--- src/rtl/sound_pkg.sv ---
// Shared constants and types for the jingle sequencer.
// Holds the note table, melody/state enums and the melody lookup helper.
package sound_pkg;

    localparam int HP_W  = 17;
    localparam int DUR_W = 24;

    // Half-periods in clocks at 50 MHz
    localparam logic [HP_W-1:0] HP_C4 = 17'd95556;
    localparam logic [HP_W-1:0] HP_E4 = 17'd75843;
    localparam logic [HP_W-1:0] HP_F4 = 17'd71586;
    localparam logic [HP_W-1:0] HP_G4 = 17'd63776;
    localparam logic [HP_W-1:0] HP_C5 = 17'd47778;
    localparam logic [HP_W-1:0] HP_E5 = 17'd37922;
    localparam logic [HP_W-1:0] HP_G5 = 17'd31888;
    localparam logic [HP_W-1:0] HP_C6 = 17'd23889;

    typedef enum logic {
        MEL_WIN  = 1'b0,
        MEL_LOSE = 1'b1
    } melody_t;

    typedef enum logic [1:0] {
        ST_IDLE = 2'd0,
        ST_TONE = 2'd1,
        ST_GAP  = 2'd2
    } state_t;

    function automatic logic [HP_W-1:0] melody_note(
        input melody_t    mel,
        input logic [1:0] idx
    );
        logic [HP_W-1:0] hp;
        hp = HP_C5;
        unique case ({mel == MEL_LOSE, idx})
            3'b000: hp = HP_C5;
            3'b001: hp = HP_E5;
            3'b010: hp = HP_G5;
            3'b011: hp = HP_C6;
            3'b100: hp = HP_G4;
            3'b101: hp = HP_F4;
            3'b110: hp = HP_E4;
            3'b111: hp = HP_C4;
            default: hp = HP_C5;
        endcase
        return hp;
    endfunction

endpackage

--- src/rtl/jingle_player_if.sv ---
// Trigger/status bundle between the game logic and the jingle player.
// The player takes the slave side; the game logic the master side.
interface jingle_player_if;

    logic       win;
    logic       lose;
    logic       mute;
    logic       audio_out;
    logic       busy;
    logic [1:0] note_idx;
    logic       done;

    modport master (
        output win,
        output lose,
        output mute,
        input  audio_out,
        input  busy,
        input  note_idx,
        input  done
    );

    modport slave (
        input  win,
        input  lose,
        input  mute,
        output audio_out,
        output busy,
        output note_idx,
        output done
    );

endinterface

--- src/rtl/note_rom.sv ---
// Combinational note lookup: melody and note index to a scaled half-period.
// A large shift can zero the value, so the result is clamped to one clock.
module note_rom
    import sound_pkg::*;
#(
    parameter int PITCH_SHIFT = 0
) (
    input  melody_t         mel_i,
    input  logic [1:0]      idx_i,
    output logic [HP_W-1:0] hp_o
);

    logic [HP_W-1:0] shifted;

    always_comb begin
        shifted = melody_note(mel_i, idx_i) >> PITCH_SHIFT;
        hp_o    = (shifted == '0) ? HP_W'(1) : shifted;
    end

endmodule

--- src/rtl/jingle_player.sv ---
// Four-note win/lose jingle sequencer driving a 1-bit square-wave speaker.
// Sequencing FSM plus duration counter, half-period counter and wave register.
module jingle_player
    import sound_pkg::*;
#(
    parameter int NOTE_CYCLES = 12_500_000,
    parameter int GAP_CYCLES  = 2_500_000,
    parameter int PITCH_SHIFT = 0
) (
    input  logic            clk,
    input  logic            reset,
    jingle_player_if.slave  bus
);

    localparam logic [DUR_W-1:0] NOTE_LD = DUR_W'(NOTE_CYCLES - 1);
    localparam logic [DUR_W-1:0] GAP_LD  = DUR_W'(GAP_CYCLES - 1);

    state_t           state_q, state_d;
    logic [DUR_W-1:0] dur_q, dur_d;
    logic [1:0]       idx_q, idx_d;
    melody_t          mel_q, mel_d;
    logic [HP_W-1:0]  hp_q, hp_d;
    logic             wave_q, wave_d;
    logic             done_q, done_d;

    logic             trig;
    melody_t          trig_mel;
    logic             dur_zero;
    logic             note_start;
    logic [HP_W-1:0]  hp_cur;

    assign trig     = bus.win | bus.lose;
    assign trig_mel = bus.lose ? MEL_LOSE : MEL_WIN;
    assign dur_zero = (dur_q == '0);

    // Looked up on next-state values so a new note loads its own pitch
    note_rom #(
        .PITCH_SHIFT(PITCH_SHIFT)
    ) u_rom (
        .mel_i(mel_d),
        .idx_i(idx_d),
        .hp_o (hp_cur)
    );

    always_ff @(posedge clk or posedge reset) begin
        if (reset) begin
            state_q <= ST_IDLE;
            dur_q   <= '0;
            idx_q   <= '0;
            mel_q   <= MEL_WIN;
            hp_q    <= '0;
            wave_q  <= 1'b0;
            done_q  <= 1'b0;
        end else begin
            state_q <= state_d;
            dur_q   <= dur_d;
            idx_q   <= idx_d;
            mel_q   <= mel_d;
            hp_q    <= hp_d;
            wave_q  <= wave_d;
            done_q  <= done_d;
        end
    end

    always_comb begin
        state_d    = state_q;
        dur_d      = dur_q;
        idx_d      = idx_q;
        mel_d      = mel_q;
        done_d     = 1'b0;
        note_start = 1'b0;
        if (trig) begin
            state_d    = ST_TONE;
            dur_d      = NOTE_LD;
            idx_d      = '0;
            mel_d      = trig_mel;
            note_start = 1'b1;
        end else begin
            unique case (state_q)
                ST_IDLE: begin
                    dur_d = '0;
                end
                ST_TONE: begin
                    if (dur_zero) begin
                        state_d = ST_GAP;
                        dur_d   = GAP_LD;
                    end else begin
                        dur_d = dur_q - 1'b1;
                    end
                end
                ST_GAP: begin
                    if (!dur_zero) begin
                        dur_d = dur_q - 1'b1;
                    end else if (idx_q == 2'd3) begin
                        state_d = ST_IDLE;
                        dur_d   = '0;
                        idx_d   = '0;
                        done_d  = 1'b1;
                    end else begin
                        state_d    = ST_TONE;
                        dur_d      = NOTE_LD;
                        idx_d      = idx_q + 1'b1;
                        note_start = 1'b1;
                    end
                end
                default: begin
                    state_d = ST_IDLE;
                    dur_d   = '0;
                    idx_d   = '0;
                end
            endcase
        end
    end

    // Each note starts high with a fresh half-period count
    always_comb begin
        hp_d   = hp_q;
        wave_d = wave_q;
        priority case (1'b1)
            note_start: begin
                hp_d   = hp_cur - 1'b1;
                wave_d = 1'b1;
            end
            (state_d == ST_TONE): begin
                if (hp_q == '0) begin
                    hp_d   = hp_cur - 1'b1;
                    wave_d = ~wave_q;
                end else begin
                    hp_d = hp_q - 1'b1;
                end
            end
            default: begin
                hp_d   = '0;
                wave_d = 1'b0;
            end
        endcase
    end

    always_comb begin
        bus.busy      = (state_q != ST_IDLE);
        bus.audio_out = wave_q & ~bus.mute;
        bus.note_idx  = idx_q;
        bus.done      = done_q;
    end

endmodule

--- src/flat_wrapper.sv ---
// flat-port wrapper written by rule: the top's interface ports become plain ports
module jingle_player_flat import sound_pkg::*;
#(
    parameter int NOTE_CYCLES = 12_500_000,
    parameter int GAP_CYCLES  = 2_500_000,
    parameter int PITCH_SHIFT = 0
)
  (clk, reset, bus_win, bus_lose, bus_mute, bus_audio_out, bus_busy, bus_note_idx, bus_done);
  jingle_player_if bus_i ();
  input  logic clk;
  input  logic reset;
  input wire logic [$bits(bus_i.win)-1:0] bus_win;
  input wire logic [$bits(bus_i.lose)-1:0] bus_lose;
  input wire logic [$bits(bus_i.mute)-1:0] bus_mute;
  output wire logic [$bits(bus_i.audio_out)-1:0] bus_audio_out;
  output wire logic [$bits(bus_i.busy)-1:0] bus_busy;
  output wire logic [$bits(bus_i.note_idx)-1:0] bus_note_idx;
  output wire logic [$bits(bus_i.done)-1:0] bus_done;
  assign bus_i.win = bus_win;
  assign bus_i.lose = bus_lose;
  assign bus_i.mute = bus_mute;
  assign bus_audio_out = bus_i.audio_out;
  assign bus_busy = bus_i.busy;
  assign bus_note_idx = bus_i.note_idx;
  assign bus_done = bus_i.done;
  jingle_player #(.NOTE_CYCLES(NOTE_CYCLES), .GAP_CYCLES(GAP_CYCLES), .PITCH_SHIFT(PITCH_SHIFT)) u_core (.clk(clk), .reset(reset), .bus(bus_i));
endmodule
--- config.mk ---
export PLATFORM = sky130hd
export DESIGN_NAME = jingle_player_flat
export DESIGN_NICKNAME = d
export VERILOG_FILES = /design/src/rtl/sound_pkg.sv /design/src/rtl/jingle_player_if.sv /design/src/rtl/note_rom.sv /design/src/rtl/jingle_player.sv /design/src/flat_wrapper.sv
export SDC_FILE = /design/constraint.sdc
export NUM_CORES = 1
export LEC_CHECK = 0
export CELL_PAD_IN_SITES_DETAIL_PLACEMENT = 0
export CELL_PAD_IN_SITES_GLOBAL_PLACEMENT = 1
export CORE_ASPECT_RATIO = 2
export CORE_UTILIZATION = 52
export CTS_CLUSTER_DIAMETER = 80
export CTS_CLUSTER_SIZE = 24
export DETAILED_ROUTE_END_ITERATION = 16
export PLACE_DENSITY_LB_ADDON = 0.1
export SKIP_CTS_REPAIR_TIMING = 1
export SKIP_LAST_GASP = 1
export SYNTH_ARGS = -nofsm -noshare
export SYNTH_HDL_FRONTEND = slang
export SYNTH_SLANG_ARGS = --single-unit
--- constraint.sdc ---
create_clock -name clk -period 10.1 [get_ports clk]
set_clock_uncertainty 0.1 [all_clocks]
set_input_delay 1.515 -clock clk [delete_from_list [all_inputs] [get_ports clk]]
set_output_delay 1.515 -clock clk [all_outputs]
set_load 0.01 [all_outputs]
; After elaboration in Yosys (flattened, before gate mapping)
; Memories as Yosys holds them, arrays and structs flattened.
; Index checks and enable logic that the tools add are counted.
[word_totals]
out_inout_bits = 5
wordCells = 58
memories = 1
in_bits = 5
ff_bits = 48
mem_bits_ro = 128
[mem_list]
columns = name, words, width, rd, rd_clocked_by_memory_dff, wr, line_no
row1 = (no name shown), 8, 16, 1, 0, 0, sound_pkg.sv:35  ; unique case ({mel == MEL_LOSE, idx})
[classes]
reduce_logical = 6
eq_ne = 5
add_sub_neg = 4
mux = 31
n_bitwise = 4
[op_table]
columns = op, count
row1 = 2-to-1 mux 24 bit, 4
row2 = 2-to-1 mux 17 bit, 4
row3 = one-hot mux 24 bit (2 select lines), 1
row4 = zero test 17 bit, 2
row5 = subtractor 17 x 1 -> 17 bit (second input constant), 2
row6 = zero test 24 bit, 1
row7 = subtractor 24 x 1 -> 24 bit (second input constant), 1
row8 = 2-to-1 mux 1 bit, 14
row9 = 2-to-1 mux 2 bit, 6
row10 = one-hot mux 2 bit (3 select lines), 1
row11 = equality test 2 x 1 -> 1 bit (second input constant), 2
row12 = equality test 2 bit (second input constant), 2
row13 = one-hot mux 2 bit (2 select lines), 1
row14 = inequality test 3 x 2 -> 1 bit (second input constant), 1
row15 = adder 2 x 1 -> 2 bit (second input constant), 1
row16 = zero test 2 bit, 1
row17 = NOT 1 bit, 2
row18 = nonzero test 2 bit, 1
row19 = OR reduction 2 bit, 1
row20 = AND 1 bit, 1
row21 = OR 1 bit, 1

; Depth between registers and ports, before layout
; Gate-level depths: netlist (run 1).
; An unclocked memory read counts as a cell.
[depth]
word_depth = 12
mapped_depth = 15
mapped_depth_nobuf = 15

; Cells and area by module
; From an unflattened synthesis (run 1), not the netlist that was laid out.
[hier_totals]
cells_unflattened = 365
area_unflattened_um2 = 3339.5
[by_module_without_submodules]
columns = module, instances, seq_area_each_um2, area_per_inst_um2, cells_each
row1 = jingle_player, 1, 1201.2, 3036.7, 327
row2 = note_rom, 1, 0.0, 302.8, 38

; Worst setup path after synthesis (run 1)
; Ideal clock, no wire load.
[synth_path]
kind = reg-to-reg
start = reg u_core.dur_q[19]
end = reg u_core.hp_q[4]
path_buffers = 0
slack_ns = 6.232
stages_incl_launch_ff = 13
arrival_ns = 3.674
t_required_ns = 9.906
setup_time_ns = 0.094
period_less_slack_ns = 3.868
cell_sequence = dfrtp_1 -> or4_4 -> or4_4 -> or4_4 -> a31oi_4 -> inv_1 -> ha_1 -> nand2_1 -> nand2_1 -> ha_1 -> ha_1 -> xor2_1 -> a211oi_1
[synth_between]
elab_chain_cells = 11
elab_cells_between_ends = 19
cone_classes = add/sub (1) / eq/ne (1) / mux (14) / reduce/logical (2) / memory (1)
[synth_lines]
columns = element, line_no
row1 = start: declaration, jingle_player.sv:19  ; logic [DUR_W-1:0] dur_q, dur_d;
row2 = start signal: assignment, jingle_player.sv:56  ; dur_q <= dur_d;
row3 = zero test 24 bit (*), jingle_player.sv:34  ; assign dur_zero = (dur_q == '0);
row4 = 2-to-1 mux 2 bit (*), jingle_player.sv:92  ; if (!dur_zero) begin
row5 = one-hot mux 2 bit (2 select lines) (*), jingle_player.sv:79  ; unique case (state_q)
row6 = 2-to-1 mux 2 bit (*), jingle_player.sv:72  ; if (trig) begin
row7 = via u_core.idx_d[0], jingle_player.sv:20  ; logic [1:0] idx_q, idx_d;
row8 = memory (8 x 16 bit) (*), n/a
row9 = zero test 17 bit, note_rom.sv:17  ; hp_o = (shifted == '0) ? HP_W'(1) : shifted;
row10 = 2-to-1 mux 17 bit (*), note_rom.sv:17
row11 = subtractor 17 x 1 -> 17 bit (*), "jingle_player.sv:121, jingle_player.sv:126"
row12 = 2-to-1 mux 17 bit, jingle_player.sv:125  ; if (hp_q == '0) begin
row13 = 2-to-1 mux 17 bit, jingle_player.sv:119  ; priority case (1'b1)
row14 = 2-to-1 mux 17 bit (*), jingle_player.sv:119
row15 = via u_core.hp_d[4], jingle_player.sv:22  ; logic [HP_W-1:0] hp_q, hp_d;
row16 = end signal: assignment, jingle_player.sv:59  ; hp_q <= hp_d;
row17 = end: declaration, jingle_player.sv:22
; Mark *: on every way through the listed nets, which the timed path passes. The rest lies on a longest branch.
; A chain may end at the register's enable or synchronous reset.

; Final worst setup path (run 1)
[layout_path]
start = in bus_lose
end = reg u_core.hp_q[4]
[layout_between]
elab_chain_cells = 9
elab_cells_between_ends = 14
cone_classes = add/sub (1) / eq/ne (1) / mux (9) / bitwise (1) / reduce/logical (1) / memory (1)
[layout_lines]
columns = element, line_no
row1 = start: declaration, flat_wrapper.sv:13  ; input wire logic [$bits(bus_i.lose)-1:0] bus_lose;
row2 = OR 1 bit (*), jingle_player.sv:32  ; assign trig = bus.win | bus.lose;
row3 = 2-to-1 mux 2 bit (*), jingle_player.sv:72
row4 = via u_core.idx_d[0], jingle_player.sv:20
row5 = memory (8 x 16 bit) (*), n/a
row6 = zero test 17 bit, note_rom.sv:17
row7 = 2-to-1 mux 17 bit (*), note_rom.sv:17
row8 = subtractor 17 x 1 -> 17 bit (*), "jingle_player.sv:121, jingle_player.sv:126"
row9 = 2-to-1 mux 17 bit, jingle_player.sv:125
row10 = 2-to-1 mux 17 bit, jingle_player.sv:119
row11 = 2-to-1 mux 17 bit (*), jingle_player.sv:119
row12 = via u_core.hp_d[4], jingle_player.sv:22
; Marked as above.

==> results of run 1 <==
-- state kept, by name (all words and copies together), names as in the netlist --
name,count
u_core.wave_q,1
u_core.dur_q,24
u_core.state_q,2
u_core.hp_q,17
u_core.bus.done,1
u_core.bus.note_idx,2
u_core.mel_q,1
-- how the worst min path moves through the flow --
stage / cells after the start / from / endpoint / slack, ns
global placement: 2 / u_core.wave_q / u_core.wave_q / 0.45
finish: 2 / u_core.wave_q / u_core.wave_q / 0.46
detailed placement: 2 / u_core.wave_q / u_core.wave_q / 0.45
CTS: 2 / u_core.wave_q / u_core.wave_q / 0.46
global route: 2 / u_core.dur_q[7] / u_core.dur_q[7] / 0.51
floorplan: 2 / u_core.dur_q[22] / u_core.dur_q[22] / 0.43
-- kinds of logic (layout without fill, tap and decap cells) --
family / Yosys count / after routing / synth area share
AO/OA/AOI/OAI: 77 / 77 / 0.175
multiplexers: 5 / 5 / 0.0167
flip-flops: 48 / 48 / 0.391
AND/OR/NAND/NOR: 132 / 132 / 0.239
XOR/XNOR: 28 / 28 / 0.0798
buffers and inverters: 22 / 34 / 0.0297
adder cells (fa/ha/maj): 17 / 17 / 0.0692
-- through the flow --
stage | hold slack [ns] | instances | util | power, mW | setup slack (ns)
3_3_place_gp | 0.452 | 394 | 0.564 | 0.239 | 5.63
4_1_cts | 0.464 | 402 | 0.591 | 0.412 | 5.87
6_report | 0.459 | 402 | 0.591 | 0.408 | 5.87
5_1_grt | 0.512 | 402 | 0.591 | 0.423 | 5.63
3_5_place_dp | 0.447 | 394 | 0.564 | 0.239 | 5.56
2_1_floorplan | 0.428 | 329 | - | 0.228 | 6.23
-- layout make-up --
| type | instances | area, um^2 | area share |
|---|---|---|---|
| timing repair buffer | 11 | 105 | 0.0311 |
| tap | 61 | 76.3 | 0.0226 |
| sequential | 48 | 1200 | 0.356 |
| clock inverter | 2 | 15.0 | 0.00445 |
| clock buffer | 6 | 139 | 0.0412 |
| multi-input combinational | 259 | 1780 | 0.528 |
| inverter | 15 | 56.3 | 0.0167 |
-- worst min-delay path: cells and delay by family, from the launching register on --
kind	cells	cell delay (ns)
xor+xnor	1	0.12
flops	1	0.35
compound gates	1	0.05
-- routing by layer --
| layer | GRT usage | up-vias |
|---|---|---|
| li1 | - | 1230 |
| met5 | 0 | - |
| met3 | 0.0315 | 27 |
| met2 | 0.521 | 42 |
| met4 | 0.164 | 0 |
| met1 | 0.262 | 1221 |
-- cells in the final DEF (no fill, tap or decap), types with 9 or more instances in the layout --
cell type | synthesis | final
a21oi_1 | 16 | 16
clkdlybuf4s50_1 | 0 | 9
dfrtp_1 | 48 | 48
ha_1 | 17 | 17
inv_1 | 15 | 14
nand2_1 | 22 | 22
nor2_1 | 40 | 40
nor3_1 | 11 | 11
nor4_1 | 9 | 9
o21ai_0 | 12 | 12
xnor2_1 | 21 | 21
-- report_power, final --
part           total [mW]  switching [mW]  internal (mW)
sequential          0.203         0.00561          0.198
clock               0.173          0.0748         0.0986
combinational      0.0314          0.0193         0.0121
==> metrics.txt, run 1 <==
Synth top area share=0.391; crit share post-route=0.419; CP Cell Sequence=clkdlybuf4s50_1 > or3_2 > a31oi_4 > inv_1 > ha_1 > nand2_1 > nand2_1 > ha_1 > ha_1 > xor2_1 > a211oi_1; clock buffer depth=2; Hold Path Class=reg2reg; clk_lat worst skew=0.30 ns; Die Wd=56.4 um; commonest cells in the netlist=dfrtp_1 (48), nor2_1 (40), nand2_1 (22); cell mode on critical path=ha_1; setup TNS=0 ns; r2r startpoint=u_core.dur_q[19]; CTS clk-pin slew, worst paths=0.07 ns; Root Driver=clkbuf_16; DP Area=0.00322 mm^2; Worst Tran Pin Value=1.03 ns; crit-path max FO=8; Pleak=1.32 nW; Vias/cell=6.27; Worst Path Class, Setup=in2reg; Slowest-stage cell, CP=or3_2; # diodes=0; DR top layer=met4; DRT Pass-1 Iters=4; post-route cell area=0.00337 mm^2; total grt overflow=0; DP HPWL=5910 um; syn_area_per_cell=9.34 um^2; sequential-to-total area share from yosys stat=0.391; layout cells sized above 1=0.0909; M1 WL=2780 um; Core Rows=39; number of cells on the critical path=11; global-route wire length before repair=12,900 um; RSZ-0062 raised after global routing=false; DIE AREA=0.00624 mm^2; Post-Route WL=7790 um; TritonCTS buffer count=5; fill count=533; Cell Pwr Density=121 mW/mm^2; number of enable flip-flop cells after synthesis=0; Final Max Tran Viols=0; CTS HTree Levels=2; Mapped Cells=329; Min Clock Period, post-route=4.23 ns; initial antenna violation count=0; TritonCTS sink count=48; Max Cap Viol=0; share of flip-flops with an asynchronous set or reset=1.00; Placer Congestion=0.895; gr usage total=0.271; kind of cell adding the most delay to the critical path=adder cells; Port-buffer cells=9; Setup violations, final=0; Initial Utilization=0.538; Top FF cell, synth=dfrtp_1; ANT nets after route=0; Critical Path AT=4.33 ns; CTS tree=done; I/O Pins=10; Yosys cell types=62; reg2reg end=u_core.hp_q[4]; largest cells by area after synthesis=dfrtp_1 (39%), ha_1 (6.9%), xnor2_1 (6.0%); Worst VDD drop=0.000156 V; final-report hold violation count=0; post-synth top area cell=dfrtp_1; Critical Path End=u_core.hp_q[4]; Crit path required time=10.20 ns; Final nets=362; vias in the first global route=2,689; Chip Height=111 um; core area=0.00571 mm^2; crit path launch=bus_lose; mapped cell area=0.00307 mm^2; largest net degree at the start of global routing=49; syn nets=351; worst-case register-to-register setup slack=5.92 ns; met3 WL=136 um; Remaining DRCs=0; met2 routed WL=4440 um; status=finished, final reports clean; critical path buffer and inverter count=2; via count=2,520; wire per inst=19.4 um; Rel. slew slack=0.313; Max Clk Rate=236 MHz; synth warn=0; FF-to-FF path depth=12; Startpoint Class=primary input; slowest stage delay, CP=0.51 ns; Yosys reg bits=48; Area Growth Syn to Fin=9.77%; crit path capture type=flop; most common cell in the synthesized netlist=dfrtp_1; drt initial violations=72
No activity file was read; power rests on OpenSTA's default activity.
==> run 2, diff against run 1 <==
- CORE_UTILIZATION: 52 -> 43
- clock period: 10.1 -> 3.51 ns (I/O delays scaled with it)
==> run 2 against run 1 <==
Against the previous run:
- critical path depth grew 1
- combinational power rose to 3.2 times the previous value
- first-iteration DRC count increased by 96%
- sequential cell count is the same
- worst hold slack better by 0.0097 ns
- clock power grew to 3.2 times the previous value
- via count is 6.8% higher
- non-clock buffer count up 31
- utilization down 5.6 points
- sequential power increased to 2.9 times the previous value
- die area is 20% higher
==> metrics.txt, run 2 (synthesized netlist as in run 1, its figures left out) <==
status=finished, final reports clean; Area Growth Syn to Fin=20.8%; Worst VDD drop=0.000257 V; Regs by FF count=u_core.dur_q x24, u_core.hp_q x17; Root Driver=clkbuf_16; Comb pwr share=0.082; Final Max Tran Viols=0; commonest non-fill, non-tap cell in the layout=dfrtp_1; Worst Path Class, Setup=reg2reg; setup TNS=0 ns; gr usage total=0.260; RSZ-0062 raised after global routing=true; I/O Pins=10; P_int=947 uW; Post-Route WL=8650 um; sequential power share=0.475; CTS HTree Levels=2; global-route wire length before repair=13,900 um; Chip Height=122 um; DIE AREA=0.00751 mm^2; Vias/cell=5.82; Worst Tran Pin Value=1.04 ns; Core Rows=43; crit path launch=u_core.dur_q[19]; Crit path required time=3.61 ns; ANT nets after route=0; r2r startpoint=u_core.dur_q[19]; wire per inst=18.7 um; TritonCTS sink count=48; drt initial violations=141; Remaining DRCs=0; Reg with most FFs=u_core.dur_q; fin cells=462; Die Wd=61.8 um; Setup violations, final=0; via count=2,691; Psw=286 uW; Min Clock Period, post-route=3.49 ns; total grt overflow=0; Final nets=393; total power=1.23 mW; final-report hold violation count=0; CTS tree=done; switching share of power=0.232; power share of the clock group=0.443; # diodes=0; Startpoint Class=flop; crit-path max FO=3; post-placement cell count=451; clk_lat worst skew=0.29 ns; Cell Pwr Density=332 mW/mm^2; core area=0.00694 mm^2; crit path capture type=flop; Placer Congestion=0.860; clock buffer depth=2; Initial Utilization=0.443; Max Clk Rate=286 MHz; crit share post-route=0.995; initial antenna violation count=0; TritonCTS buffer count=5; max reg flops=24; Port-buffer cells=9; Max Cap Viol=0; Critical Path AT=3.59 ns; DRT Pass-1 Iters=4; Hold Path Class=reg2reg; DP HPWL=6640 um; Rel. slew slack=0.304; commonest cells after routing, fill and taps aside=dfrtp_1 (48), nor2_1 (40), buf_4 (33), xnor2_1 (21), nand2_1 (20); hold path start=u_core.wave_q; vias in the first global route=2,835; layout cells sized above 1=0.185; CTS clk-pin slew, worst paths=0.06 ns; largest net degree at the start of global routing=49; Pleak=1.48 nW
==> run 2: cell types whose count changed in the layout (fill, tap and decap cells not counted), moves of 2 or more <==
cell and change:
buf_4 +31, ha_1 -4, clkinvlp_4 -2, ha_2 +2, ha_4 +2, nand2_1 -2
nand2_4 +2
==> run 2: path summary, 6_finish.rpt <==
path | end | slack, ns | depth (start not counted)
setup reg to reg | u_core.hp_q[4] | 0.02 | 12
max in group asynchronous | u_core.dur_q[17] | 1.95 | 2
setup / recovery | u_core.hp_q[4] | 0.02 | 12
hold reg to reg | u_core.wave_q | 0.47 | 2
min in group asynchronous | u_core.hp_q[10] | 0.70 | 2
hold / removal | u_core.wave_q | 0.47 | 2
==> run 2: power groups by stage <==
stage                     Combinational [mW]  Sequential, mW  Clock, mW
final                                  0.102           0.585      0.546
after global routing                   0.113           0.587      0.569
after CTS                             0.0998           0.585      0.558
after detailed placement              0.0994           0.595          0
after global placement                0.0989           0.595          0
after floorplan                       0.0668           0.591          0
==> run 2: through the flow <==
step	setup WS [ns]	hold slack, ns	cell area (um^2)	util
floorplan	-0.0413	0.428	3100	-
global placement	0.0973	0.460	3500	0.504
detailed placement	0.00231	0.467	3500	0.504
CTS	0.0107	0.481	3660	0.527
global route	-0.0734	0.522	3710	0.535
finish	0.0163	0.469	3710	0.535
==> run 2: final cells by class <==
cell class | instances | area (um^2)
clock buffer | 6 | 129
clock inverter | 2 | 35.0
inverter | 15 | 56.3
timing repair buffer | 42 | 338
tap | 90 | 113
sequential | 48 | 1200
multi-input combinational | 259 | 1840
fill | 672 | 3230
==> run 2: worst max-delay path, cell delays in order (launching register included) <==
cell	delay [ns]
dfrtp_1	0.39
or4_4	0.53
or4_4	0.44
or4_4	0.51
a31oi_4	0.23
inv_2	0.08
ha_4	0.22
nand2_4	0.07
nand2_4	0.06
ha_4	0.20
ha_2	0.16
xor2_1	0.15
a211oi_1	0.25
==> run 2: metal layers <==
layer / wire, um / GRT usage / part of all wire
met1: 2980 / 0.248 / 0.34
met2: 4950 / 0.479 / 0.57
met3: 172 / 0.0350 / 0.020
met4: 537 / 0.169 / 0.062
met5: 0 / 0 / 0
